**config.mk**
```make
export PLATFORM = sky130hd
export DESIGN_NAME = rf_writeback_arbiter
export DESIGN_NICKNAME = d
export VERILOG_FILES = /design/src/rtl/rf_writeback_arbiter.sv
export SDC_FILE = /design/constraint.sdc
export NUM_CORES = 1
export LEC_CHECK = 0
export ABC_AREA = 1
export BUFFER_PORTS_ARGS = -buffer_cell sky130_fd_sc_hd__buf_4
export CAP_MARGIN = 10
export CORE_MARGIN = 1.5
export CORE_UTILIZATION = 45
export DETAILED_ROUTE_END_ITERATION = 8
export GPL_ROUTABILITY_DRIVEN = 1
export PLACE_DENSITY = 0.75
export SYNTH_ARGS = -nofsm -noshare
export SYNTH_HDL_FRONTEND = slang
export SYNTH_SLANG_ARGS = --single-unit
```
**constraint.sdc**
```tcl
create_clock -name i_clk -period 1.85 [get_ports i_clk]
set_clock_uncertainty 0.05 [all_clocks]
set_input_delay 0.2775 -clock i_clk [delete_from_list [all_inputs] [get_ports i_clk]]
set_output_delay 0.2775 -clock i_clk [all_outputs]
set_load 0.01 [all_outputs]
```
**src/rtl/rf_writeback_arbiter.sv**
```systemverilog
// Round-robin arbiter for the single RF write port shared by the ALU (A) and
// load-return (B) paths, with a per-register pending scoreboard for issue hazards.
module rf_writeback_arbiter #(
  parameter int DATA_W = 32,
  parameter int ADDR_W = 5,
  parameter int NREG   = 32
) (
  input  logic              i_clk,
  input  logic              i_rst_n,
  input  logic              i_claim_valid,
  input  logic [ADDR_W-1:0] i_claim_addr,
  input  logic [ADDR_W-1:0] i_rs1_addr,
  input  logic [ADDR_W-1:0] i_rs2_addr,
  output logic              o_rs1_busy,
  output logic              o_rs2_busy,
  input  logic              i_a_valid,
  output logic              o_a_ready,
  input  logic [ADDR_W-1:0] i_a_addr,
  input  logic [DATA_W-1:0] i_a_data,
  input  logic              i_b_valid,
  output logic              o_b_ready,
  input  logic [ADDR_W-1:0] i_b_addr,
  input  logic [DATA_W-1:0] i_b_data,
  output logic              o_rf_we,
  output logic [ADDR_W-1:0] o_rf_a3,
  output logic [DATA_W-1:0] o_rf_wd,
  output logic [NREG-1:0]   o_pending
);

  logic              r_rr_b;
  logic              r_rf_we;
  logic [ADDR_W-1:0] r_rf_a3;
  logic [DATA_W-1:0] r_rf_wd;
  logic [NREG-1:0]   r_pending;

  logic              w_a_grant;
  logic              w_b_grant;
  logic              w_grant;
  logic [ADDR_W-1:0] w_g_addr;
  logic [DATA_W-1:0] w_g_data;
  logic              w_g_we;
  logic [NREG-1:0]   w_pending_nxt;

  // Ready is gated by reset so nothing is accepted while the port is held idle.
  assign w_a_grant = i_rst_n && i_a_valid && (!i_b_valid || !r_rr_b);
  assign w_b_grant = i_rst_n && i_b_valid && (!i_a_valid ||  r_rr_b);
  assign w_grant   = w_a_grant || w_b_grant;
  assign w_g_addr  = w_a_grant ? i_a_addr : i_b_addr;
  assign w_g_data  = w_a_grant ? i_a_data : i_b_data;
  assign w_g_we    = w_grant && (w_g_addr != '0);

  assign o_a_ready = w_a_grant;
  assign o_b_ready = w_b_grant;

  // A claim on the same edge as a writeback wins: the newer producer is still outstanding.
  always_comb begin
    w_pending_nxt = '0;
    for (int i = 1; i < NREG; i++) begin
      w_pending_nxt[i] = (i_claim_valid && (i_claim_addr == ADDR_W'(i))) ||
                         (r_pending[i] && !(w_grant && (w_g_addr == ADDR_W'(i))));
    end
  end

  always_ff @(posedge i_clk or negedge i_rst_n) begin
    if (!i_rst_n) begin
      r_rr_b    <= 1'b0;
      r_rf_we   <= 1'b0;
      r_rf_a3   <= '0;
      r_rf_wd   <= '0;
      r_pending <= '0;
    end else begin
      r_rf_we   <= w_g_we;
      r_pending <= w_pending_nxt;
      if (w_grant) begin
        r_rr_b  <= w_a_grant;
        r_rf_a3 <= w_g_addr;
        r_rf_wd <= w_g_data;
      end
    end
  end

  assign o_rf_we   = r_rf_we;
  assign o_rf_a3   = r_rf_a3;
  assign o_rf_wd   = r_rf_wd;
  assign o_pending = r_pending;

  // Busy covers the RF write cycle too, so the first non-busy read sees the new value.
  assign o_rs1_busy = (i_rs1_addr != '0) &&
                      (r_pending[i_rs1_addr] || (r_rf_we && (r_rf_a3 == i_rs1_addr)));
  assign o_rs2_busy = (i_rs2_addr != '0) &&
                      (r_pending[i_rs2_addr] || (r_rf_we && (r_rf_a3 == i_rs2_addr)));

endmodule

```
==> flow_summary.yaml, run 1 <==
placement:
  gp_congestion: 1.00
  dp_hpwl_um: 10600
  place_ws_ns: 0.0856
  portBuffers: 166
setup_path:
  cp_slowest_cell: "dfrtp_1"
  r2r_end: "o_pending[19]$_DFF_PN0_"
  path_delay_family: "simple AND/OR/NAND/NOR gates"
  ff2ff_setup_slack_ns: 0.12
  start_kind: "register"
  crit_required_ns: 1.52
  endpoint_kind: "output port"
  crit_top_cell: "nand2_1"
  critPathBufInv: 2
  r2r_start: "r_rr_b$_DFFE_PN0P_"
  cp-startpoint: "o_pending[29]$_DFF_PN0_"
  reg2reg_depth: 8
  crit_type: "reg2out"
  path_max_fanout: 3
  setup.worst_path.end: "o_rs2_busy"
  cp_slowest_stage_delay_ns: 0.44
  crit_chain: "nand2_1, nand2_1, nand2_1, nand3_1, nand3_2, nand2_2, nand2_1, nand3_1, nand2_1, inv_1, buf_6"
  cp_num_cells: 11
  cp_data_arrival_time_ns: 1.59
logic_synthesis:
  synth_largest_area_cell: "dfrtp_1"
  syn_avg_cell_area_sq_um: 7.09
  synth-seq-cells: 70
  synth.cell_area_sq_mm: 0.00414
  async_flop_share_pct: 100
  synth.top_cell.area_share_pct: 42.3
  yosysSeqAreaShare_pct: 42.3
  yosysUniqueCellTypes: 27
  yosys_warnings: 0
  synth_edf_count: 0
  synth_fp_nets: 678
  synth_cells: 584
  ys.flop_type: "dfrtp_1"
  synth_area_leaders: "dfrtp_1 (42%), nand2_1 (14%), o21ai_1 (6.4%)"
clock_tree:
  clk_path_buf_depth: 2
  path_clk_slew_ns: 0.07
  cts_tree: "yes"
  cts_hold_buffers: 0
  cts.sinks: 70
  cts_htree_levels: 3
  cts_buffers: 9
  root_buffer: "clkbuf_8"
  clk-insertion-delay-late_ns: 0.36
timing:
  max_freq_ghz: 0.521
  post-route-period-util_pct: 104
  grt_setup_unrepaired: "yes"
  setup_viol: 2
  finalHoldViolCount: 0
  tightest_slew_ns: 0.904
  slew_headroom_pct: 39.7
  worst_slack_ns: -0.0709
  fin_crit_ns: 1.92
  final.setup.tns_ns: -0.109
  finalMaxSlewViolations: 0
route:
  drc: 7
  wl_per_cell_um: 16.7
  ant_nets: 0
  drt_wl_total_um: 14800
  drtIter0Drc: 473
  drt-pass1-iter-count: 7
  vias: 4822
  via_per_inst: 5.44
flow_run:
  drv_cap: 0
floorplan:
  die_x_um: 98.9
  fp-row-count: 34
  ios: 168
  die_y_um: 98.9
  start_util_pct: 47.0
  die_area_sq_mm: 0.00979
  core-area_sq_mm: 0.00881
grt:
  grt_max_degree: 71
  antenna_found_initial: 0
  grt_pass1_vias: 4681
  grt_pass1_wl_um: 23300
  grt_usage_pct: 30.0
  grt_overflow: 0
run_status:
  violations: "DRC, setup timing"
  status: "finished, violations left"
finish:
  drive_gt1_share_pct: 36.3
  synthToLayoutAreaGrowth_pct: 44.3
  final_nets: 871
  diodes: 0
  fillCellCount: 765
pwr:
  p_leak_nw: 3.02
  max-vdd-ir-drop_v: 0.000536
  p_per_area_mw_per_mm2: 966
  total_power_mw: 5.77
min_path:
  hold_class: "in2async"
layout make-up:
cell class	instances	area [sq um]	area share (%)
Sequential cell	70	1760	29.5
Tap cell	108	135	2.26
Multi-Input combinational cell	431	2080	34.7
Timing Repair Buffer	209	1590	26.6
Clock inverter	1	30.0	0.503
Inverter	56	220	3.69
Clock buffer	12	165	2.76
worst reg2reg max path, cell delays in order, from the launching register on:
cell and delay (ns):
dfrtp_1 0.40, nand2_2 0.12, nand2_4 0.10, o21ai_4 0.31, inv_6 0.07, nor2_4 0.20, nand2_1 0.10, o21ai_1 0.15
o21ai_1 0.10
cells by family (layout without fill, tap and decap cells):
family,count (synthesis),after routing,synth area share [%]
simple gates,276,277,29.7
compound gates,153,153,19.2
other cells,1,1,0.0905
flops,70,70,42.3
buf+inv,84,278,8.73
metrics by stage:
step                      cell area (sq um)  std cells  utilization (%)  hold slack (ns)
after global placement                 5490        844             62.3            0.418
after CTS                              5890        879             66.9            0.135
after detailed placement               5490        844             62.3            0.425
after global routing                   5980        887             67.9            0.161
final                                  5980        887             67.9            0.134
after floorplan                        4140        584                -          -0.0681
cell usage after synthesis (2+ instances only):
library cell and count:
nand3_1 48, o22ai_1 6, dfrtp_1 70, buf_2 12, nand2_1 159, inv_2 4
inv_1 48, clkbuf_1 13, nor2_1 45, a21oi_1 40, nand2_2 7, nand2_4 6
nor2_4 6, o21ai_1 53, o21ai_0 52, inv_4 2, o21ai_4 2, nand4_1 2
state kept, by name (all words and copies together) (netlist names):
| register | cells |
|---|---|
| o_rf_we | 1 |
| o_pending | 31 |
| o_rf_wd | 32 |
| r_rr_b | 1 |
| o_rf_a3 | 5 |
worst min path at each step:
stage	from	endpoint	cells after the start
3_3_place_gp	o_rf_wd[17]$_DFFE_PN0P_	o_rf_wd[17]$_DFFE_PN0P_	2
6_report	i_rst_n	o_pending[8]$_DFF_PN0_	2
4_1_cts	i_claim_valid	o_pending[16]$_DFF_PN0_	3
5_1_grt	i_claim_valid	o_pending[16]$_DFF_PN0_	3
3_5_place_dp	o_rf_wd[23]$_DFFE_PN0P_	o_rf_wd[23]$_DFFE_PN0P_	2
2_1_floorplan	i_rst_n	o_pending[10]$_DFF_PN0_	0
routing by layer:
metal,GRT usage (%),part of all wire [%],vias to the layer above
met4,9.12,2.3,0
met3,6.95,9.0,29
met2,48.7,48,252
li1,-,-,2287
met5,0,0,-
met1,40.1,41,2254
placed cells by master (no fill, tap or decap), types with 4 or more instances in the layout:
| cell | netlist | routed |
|---|---|---|
| nor2_4 | 6 | 6 |
| nand3_1 | 48 | 44 |
| o21ai_1 | 53 | 57 |
| nand2_1 | 159 | 152 |
| a21oi_1 | 40 | 39 |
| clkbuf_8 | 0 | 12 |
| inv_2 | 4 | 15 |
| buf_4 | 1 | 206 |
| o21ai_0 | 52 | 48 |
| dfrtp_2 | 0 | 7 |
| nor2_1 | 45 | 45 |
| inv_1 | 48 | 37 |
| nand3_2 | 0 | 4 |
| o22ai_1 | 6 | 6 |
| nand2_2 | 7 | 15 |
| nand2_4 | 6 | 6 |
| dfrtp_1 | 70 | 63 |
power breakdown:
| group | leakage (nW) | total, mW | switching, mW | internal [mW] |
|---|---|---|---|---|
| Combinational | 2.08 | 2.31 | 1.19 | 1.12 |
| Clock | 0.100 | 1.27 | 0.558 | 0.711 |
| Sequential | 0.838 | 2.19 | 0.323 | 1.87 |
| Total | 3.02 | 5.77 | 2.07 | 3.70 |
what timing repair did:
| action | in CTS | in global routing |
|---|---|---|
| endpoints found under the hold margin | 0 | 0 |
| buffers inserted | 22 | 7 |
| gates resized for setup | 21 | 17 |
| pin swaps | 16 | 14 |
| setup endpoints to repair | 3 | 13 |
| cloned | 0 | 1 |
No activity file was read; power rests on OpenSTA's default activity.
==> inputs of run 2 (changes only) <==
- BUFFER_PORTS_ARGS: -buffer_cell sky130_fd_sc_hd__buf_4 -> -buffer_cell sky130_fd_sc_hd__buf_2
- CAP_MARGIN: 10 -> unset
- CTS_CLUSTER_DIAMETER: unset -> 60
==> run 2 against run 1 <==
  * The run still ends with DRC, setup timing left
  * Setup slack improved by 0.034 ns
  * Combinational power shrank 9.1%
  * Final cell count up 1.0%
  * Hold slack better by 0.018 ns
  * Sequential share of layout area rose by 1.3 points
  * Critical path depth stayed put
  * Critical endpoint unchanged
==> flow_summary.yaml, run 2 (synthesis results as in run 1) <==
run_status:
  violations: "DRC, setup timing"
  status: "finished, violations left"
timing:
  grt_setup_unrepaired: "yes"
  fin_crit_ns: 1.89
  setup_viol: 2
  finalHoldViolCount: 0
  tightest_slew_ns: 0.889
  worst_slack_ns: -0.0364
  slew_headroom_pct: 40.7
  finalMaxSlewViolations: 0
  post-route-period-util_pct: 102
  max_freq_ghz: 0.530
min_path:
  hold_class: "in2async"
route:
  vias: 4885
  drtIter0Drc: 430
  drt_wl_total_um: 14400
  drc: 7
  drt-pass1-iter-count: 9
  wl_per_cell_um: 16.0
  ant_nets: 0
  via_per_inst: 5.45
pwr:
  total_power_mw: 5.97
  p_per_area_mw_per_mm2: 1050
  max-vdd-ir-drop_v: 0.000525
  p_leak_nw: 2.98
setup_path:
  critPathBufInv: 3
  cp_slowest_stage_delay_ns: 0.39
  crit_type: "reg2out"
  path_delay_family: "simple AND/OR/NAND/NOR gates"
  cp_slowest_cell: "dfrtp_1"
  endpoint_kind: "output port"
  cp_data_arrival_time_ns: 1.56
  crit_required_ns: 1.52
  start_kind: "register"
  crit_chain: "inv_1, nand2_1, nand3_1, nand3_1, nand3_1, nand2_1, nand2_1, nand3_1, nand2_1, inv_1, buf_2"
  path_max_fanout: 2
finish:
  diodes: 0
  largest_reg_flops: 32
  final_nets: 877
  final_cell_mix: "buf_2 (166), nand2_1 (157), dfrtp_1 (67), o21ai_1 (58)"
  fillCellCount: 782
  layout_commonest_cell: "buf_2"
  synthToLayoutAreaGrowth_pct: 37.8
  drive_gt1_share_pct: 36.3
  fin_util_pct: 64.8
grt:
  grt_max_degree: 71
  grt_pass1_vias: 4650
  antenna_found_initial: 0
  grt_usage_pct: 28.3
  grt_overflow: 0
  grt_pass1_wl_um: 22200
floorplan:
  ios: 168
  core-area_sq_mm: 0.00881
  start_util_pct: 47.0
  die_x_um: 98.9
  fp-row-count: 34
  die_y_um: 98.9
  die_area_sq_mm: 0.00979
clock_tree:
  path_clk_slew_ns: 0.08
  clk_path_buf_depth: 2
  cts_hold_buffers: 0
  cts_buffers: 9
  cts_tree: "yes"
  cts.sinks: 70
  clk-insertion-delay-late_ns: 0.34
  cts_htree_levels: 3
  root_buffer: "clkbuf_8"
placement:
  portBuffers: 166
  dp_hpwl_um: 10200
  gp_congestion: 0.930
flow_run:
  drv_cap: 0
-- run 2: cell type report --
cell class | instances | area, sq um | area share, %
Timing Repair Buffer | 216 | 1240 | 21.7
Clock buffer | 11 | 151 | 2.65
Clock inverter | 5 | 129 | 2.26
Sequential cell | 70 | 1760 | 30.8
Multi-Input combinational cell | 430 | 2080 | 36.4
Tap cell | 108 | 135 | 2.37
Inverter | 56 | 220 | 3.86
-- run 2: worst register-to-register path, stage by stage (launching register included) --
cell     delay, ns
dfrtp_1       0.41
nand2_2       0.10
nand2_4       0.10
buf_4         0.17
nand2_4       0.06
o21ai_4       0.08
buf_4         0.15
nor2_2        0.19
nand2_1       0.12
o21ai_1       0.14
o21ai_1       0.10
-- run 2: final timing paths --
kind	slack (ns)	endpoint	cells after the start	from
worst max-delay path	-0.04	o_rs2_busy	11	o_pending[7]$_DFF_PN0_
worst min-delay path	0.15	o_pending[27]$_DFF_PN0_	2	i_rst_n
worst max register to register	0.04	o_pending[22]$_DFF_PN0_	10	r_rr_b$_DFFE_PN0P_
worst min register to register	0.44	o_rf_wd[6]$_DFFE_PN0P_	2	o_rf_wd[6]$_DFFE_PN0P_
max in group asynchronous	0.97	o_pending[28]$_DFF_PN0_	2	i_rst_n
min in group i_clk	0.15	o_rf_wd[13]$_DFFE_PN0P_	3	i_a_data[13]
-- run 2: layer usage --
layer | GRT usage (%) | up-vias | part of all wire, %
met5 | 0 | - | 0
met2 | 43.8 | 284 | 46
met1 | 39.3 | 2264 | 41
li1 | - | 2298 | -
met4 | 9.78 | 0 | 2.6
met3 | 6.31 | 39 | 9.6
-- run 2: where the power goes --
part           internal [mW]  leakage (nW)  total [mW]  switching, mW
registers               1.86         0.842        2.16          0.295
logic                  0.914          1.99        2.10           1.19
clock network           1.11         0.140        1.71          0.598
total                   3.89          2.98        5.97           2.08
-- run 2: per-stage QoR --
step,setup TNS (ns),setup slack (ns),hold WS (ns),std cells,area [sq um]
after floorplan,0,0.258,-0.0681,584,4140
after global placement,0,0.0706,0.412,845,5090
after detailed placement,0,0.0702,0.419,845,5090
after CTS,-0.0219,-0.0125,0.152,887,5610
after global routing,-0.380,-0.152,0.161,896,5710
final,-0.0458,-0.0364,0.151,896,5710
-- run 2: timing repair --
item | CTS | global route
setup endpoints to repair | 3 | 12
pin swaps | 11 | 12
setup buffers | 26 | 9
resized for setup | 19 | 11
